<file path="config.mk">
export PLATFORM = sky130hd
export DESIGN_NAME = oh_fifo_sync_ctrl
export DESIGN_NICKNAME = d
export VERILOG_FILES = /design/src/rtl/oh_fifo_sync_ctrl.sv
export SDC_FILE = /design/constraint.sdc
export NUM_CORES = 2
export LEC_CHECK = 0
export BUFFER_PORTS_ARGS = -buffer_cell sky130_fd_sc_hd__buf_2
export CAP_MARGIN = 40
export CORE_MARGIN = 3
export CORE_UTILIZATION = 50
export DETAILED_ROUTE_END_ITERATION = 8
export PLACE_DENSITY = 0.77
export REMOVE_ABC_BUFFERS = 1
export SLEW_MARGIN = 20
export SYNTH_ARGS = -nofsm -noshare
export SYNTH_HDL_FRONTEND = slang
export SYNTH_SLANG_ARGS = --single-unit
</file>
<file path="constraint.sdc">
create_clock -name clk -period 6.2 [get_ports clk]
set_clock_uncertainty 0.05 [all_clocks]
set_input_delay 0.31 -clock clk [delete_from_list [all_inputs] [get_ports clk]]
set_output_delay 0.31 -clock clk [all_outputs]
set_load 0.05 [all_outputs]
</file>
<file path="src/rtl/oh_fifo_sync_ctrl.sv">
`default_nettype none
// ============================================================================
// Module  : oh_fifo_sync_ctrl
// Purpose : Single-clock FIFO controller and storage with occupancy, flags and
//           sticky overflow/underflow error reporting.
// Revision: 1.0 - initial release
// ============================================================================
module oh_fifo_sync_ctrl #(
  parameter int DW        = 104,
  parameter int DEPTH     = 32,
  parameter int AW        = 5,
  parameter int PROG_FULL = 28
) (
  input  logic          clk,
  input  logic          reset,
  input  logic          wr_en,
  input  logic [DW-1:0] din,
  output logic          full,
  output logic          prog_full,
  input  logic          rd_en,
  output logic [DW-1:0] dout,
  output logic          valid,
  output logic          empty,
  output logic [AW:0]   count,
  output logic          overflow,
  output logic          underflow
);

  localparam logic [AW:0] c_depth     = (AW+1)'(DEPTH);
  localparam logic [AW:0] c_prog_full = (AW+1)'(PROG_FULL);
  localparam logic [AW:0] c_one       = (AW+1)'(1);

  logic [DW-1:0] r_mem [DEPTH];
  logic [AW:0]   r_wr_ptr;
  logic [AW:0]   r_rd_ptr;
  logic [AW:0]   r_count;
  logic          r_full;
  logic          r_empty;
  logic          r_prog_full;
  logic [DW-1:0] r_dout;
  logic          r_valid;
  logic          r_overflow;
  logic          r_underflow;

  logic          w_wr_acc;
  logic          w_rd_acc;
  logic [AW:0]   w_count_nxt;

  // Flags come from start-of-cycle state, so read-while-full and
  // write-while-empty each accept only one side.
  assign w_wr_acc = wr_en & ~r_full;
  assign w_rd_acc = rd_en & ~r_empty;

  always_comb begin
    w_count_nxt = r_count;
    if (w_wr_acc && !w_rd_acc) begin
      w_count_nxt = r_count + c_one;
    end else if (!w_wr_acc && w_rd_acc) begin
      w_count_nxt = r_count - c_one;
    end
  end

  // Storage is intentionally not reset.
  always_ff @(posedge clk) begin
    if (w_wr_acc) begin
      r_mem[r_wr_ptr[AW-1:0]] <= din;
    end
  end

  always_ff @(posedge clk or posedge reset) begin
    if (reset) begin
      r_wr_ptr    <= '0;
      r_rd_ptr    <= '0;
      r_count     <= '0;
      r_full      <= 1'b0;
      r_empty     <= 1'b1;
      r_prog_full <= 1'b0;
    end else begin
      if (w_wr_acc) begin
        r_wr_ptr <= r_wr_ptr + c_one;
      end
      if (w_rd_acc) begin
        r_rd_ptr <= r_rd_ptr + c_one;
      end
      r_count     <= w_count_nxt;
      r_full      <= (w_count_nxt == c_depth);
      r_empty     <= (w_count_nxt == '0);
      r_prog_full <= (w_count_nxt >= c_prog_full);
    end
  end

  always_ff @(posedge clk or posedge reset) begin
    if (reset) begin
      r_dout  <= '0;
      r_valid <= 1'b0;
    end else begin
      r_valid <= w_rd_acc;
      if (w_rd_acc) begin
        r_dout <= r_mem[r_rd_ptr[AW-1:0]];
      end
    end
  end

  always_ff @(posedge clk or posedge reset) begin
    if (reset) begin
      r_overflow  <= 1'b0;
      r_underflow <= 1'b0;
    end else begin
      if (wr_en && r_full) begin
        r_overflow <= 1'b1;
      end
      if (rd_en && r_empty) begin
        r_underflow <= 1'b1;
      end
    end
  end

  assign full      = r_full;
  assign empty     = r_empty;
  assign prog_full = r_prog_full;
  assign count     = r_count;
  assign dout      = r_dout;
  assign valid     = r_valid;
  assign overflow  = r_overflow;
  assign underflow = r_underflow;

endmodule
`default_nettype wire
</file>
==> metrics <==
status finished, final reports clean; CTS max path bufs 4; VDD IR-drop max 445 µV; largest cells by area after synthesis edfxtp_1 76%, mux4_2 10%, mux2i_1 3.5%, dfrtp_1 2.4%, o22ai_1 0.98%; headroom to the max-slew limit 0.239; number of global-route vias before repair 68.4k; vias per cell 6.60; RR Startpoint r_rd_ptr[2]; Worst setup EP type register; I/O pin cnt 224; CTS tree yes; Layout area overhead 13.6%; R2R Path End dout[86]; Leak 47.6 nW; Hold Path End overflow; Syn. warnings 0; die height 518 µm; H-tree levels 5; main combinational cell family by area after synthesis multiplexers; HPWL Detailed 165000 µm; adder-cell share of the synthesized area 0.000667; Post-Synthesis Cells 6067; Die Area 269000 µm²; share of layout cells above drive strength 1 0.239; GRT Total Usage 0.252; Fin. Hold Viols 0; top-count cell post-synth edfxtp_1; I/O Buffers 223; DR iter-0 viols 9722; post-synthesis mux area share 0.146; Post-CTS Setup Bufs 0; Max Clock Freq 0.270 GHz; EDFF count, synth 3328; Reg area 103000 µm²; Final min period 3710 ps; drt pass-1 iters 8; via count 68.1k; Die W 518 µm; pin count of the biggest net entering global routing 144; Critical Path Source r_rd_ptr[2]; cell taking the most area after synthesis edfxtp_1; dpl ws 2570 ps; register clock-pin slew on the reported worst setup and hold paths 60 ps; Synth Area in Simple Gates 0.0183; Hold Path Stages 3; post-synthesis compound-gate area fraction 0.0333; reg-to-reg slack, setup 2490 ps; GR Overflow Total 0; Final GP Congestion 0.754; Post-DRT Antenna Nets 0; Pwr per Cell Area 445 nW/µm²; row count 187; first-pass GRT wire length 490000 µm; fin. max-slew vios 0; setup violators final 0; unrepaired setup endpoints after global routing false; clk root buf clkbuf_16; final std cells w/o fill 10.3k; GRT met1 Usage 0.336; busiest grt layer met2; register bit total from synthesis 3454; Synth top cells by count 3328 x edfxtp_1, 606 x mux4_2, 453 x mux2i_1, 205 x o22ai_1, 156 x buf_2; crit start category register; CTS Hold Bufs 108; Synth top area share 0.761; min-delay src wr_en; # DRC 0; antenna violations before repair 25; # fillers 17.9k; CP Max Fanout 143; Post-CTS Resized 0; post-route setup TNS 0 ps; R2R cell count 6; pin slew with the least headroom to its limit 1140 ps; syn_area_per_cell 21.6 µm²; Hold Path Class in -> reg; Routed WL per cell 33.3 µm; sequential share of the synthesized area 0.785; asr flop ratio synth 0.0365; Primary FF master, synth edfxtp_1; M3 GR Usage 0.0561; Placed Cells incl. Taps 9592; met2 usage 0.406; clk_lat worst skew 950 ps; Num CTS Buffers 345; period utilization 0.598; Starting Density 0.504; CORE AREA 260000 µm²; Final Net Count 6672; Synth Cell Area 131000 µm²; Synth cell types 58; area of the multi-input gates 26500 µm²; xor/xnor share of the synthesized area 0.000734; routed wire length 343000 µm; worst endpoint required time 6960 ps; max-cap violations 0; Setup CP Type reg -> reg; Critical Path AT 4470 ps; Sink Count 3454; worst setup margin 2490 ps
worst max-delay path by stage:
stage,endpoint,slack [ps],depth (start not counted)
4_1_cts,dout[30],2540,7
2_1_floorplan,dout[103],-30840,4
3_3_place_gp,dout[65],2470,6
5_1_grt,dout[99],2310,6
3_5_place_dp,dout[78],2570,6
6_report,dout[86],2490,6
layout by cell type, fill, tap and decap left out, drive strengths merged, types with 102 or more instances in the layout:
master       instances
and2               102
buf                393
clkbuf             453
clkinv             115
dfrtp              125
dlygate4sd3        108
edfxtp            3328
mux2i              453
mux4               606
nand2              131
nor4               107
o22ai              205
metal layers:
layer / up-vias / share of wire
met1: 35506 / 0.35
met4: 10 / 0.042
li1: 26518 / -
met3: 913 / 0.12
met2: 5123 / 0.49
met5: - / 0.00016
layout make-up:
| cell class | instances | area share |
|---|---|---|
| antenna | 4 | 0.0000671 |
| tap | 3496 | 0.0293 |
| multi-input combinational | 2247 | 0.178 |
| inverter | 8 | 0.000327 |
| sequential | 3454 | 0.691 |
| clock inverter | 158 | 0.00895 |
| timing repair buffer | 501 | 0.0295 |
| clock buffer | 453 | 0.0626 |
state kept, by name (all words and copies together), names as in the netlist:
signal / cells
r_mem: 3328
dout: 104
count: 6
r_rd_ptr: 5
r_wr_ptr: 5
empty: 1
full: 1
overflow: 1
prog_full: 1
underflow: 1
valid: 1
per-stage QoR:
step / total power (W) / instance area, µm² / hold WS [ps] / utilization
after CTS: 0.0664 / 149000 / 38.5 / 0.572
after floorplan: 0.0398 / 129000 / 359 / -
after detailed placement: 0.0464 / 137000 / 393 / 0.527
after global routing: 0.0683 / 149000 / 93.9 / 0.573
final: 0.0663 / 149000 / 104 / 0.573
after global placement: 0.0458 / 137000 / 385 / 0.525
critical path, stage by stage, from the launching register on:
cell	delay, ps
dfrtp_4	830
buf_4	720
buf_12	660
mux4_2	440
mux2_2	280
o22ai_1	230
nor4_1	100
cell families after synthesis:
group	count (synthesis)
flops	3454
mux	1152
compound gates	608
simple gates	469
buf+inv	366
xor+xnor	11
fa+ha+maj	7
power by group:
| group | internal (W) | switching [W] | leakage, nW | total, W |
|---|---|---|---|---|
| combinational | 0.00711 | 0.0109 | 10.9 | 0.0180 |
| clock | 0.0115 | 0.00850 | 5.22 | 0.0200 |
| sequential | 0.0274 | 0.000983 | 31.5 | 0.0284 |
Note: power is estimated with default switching activity, not from simulation.
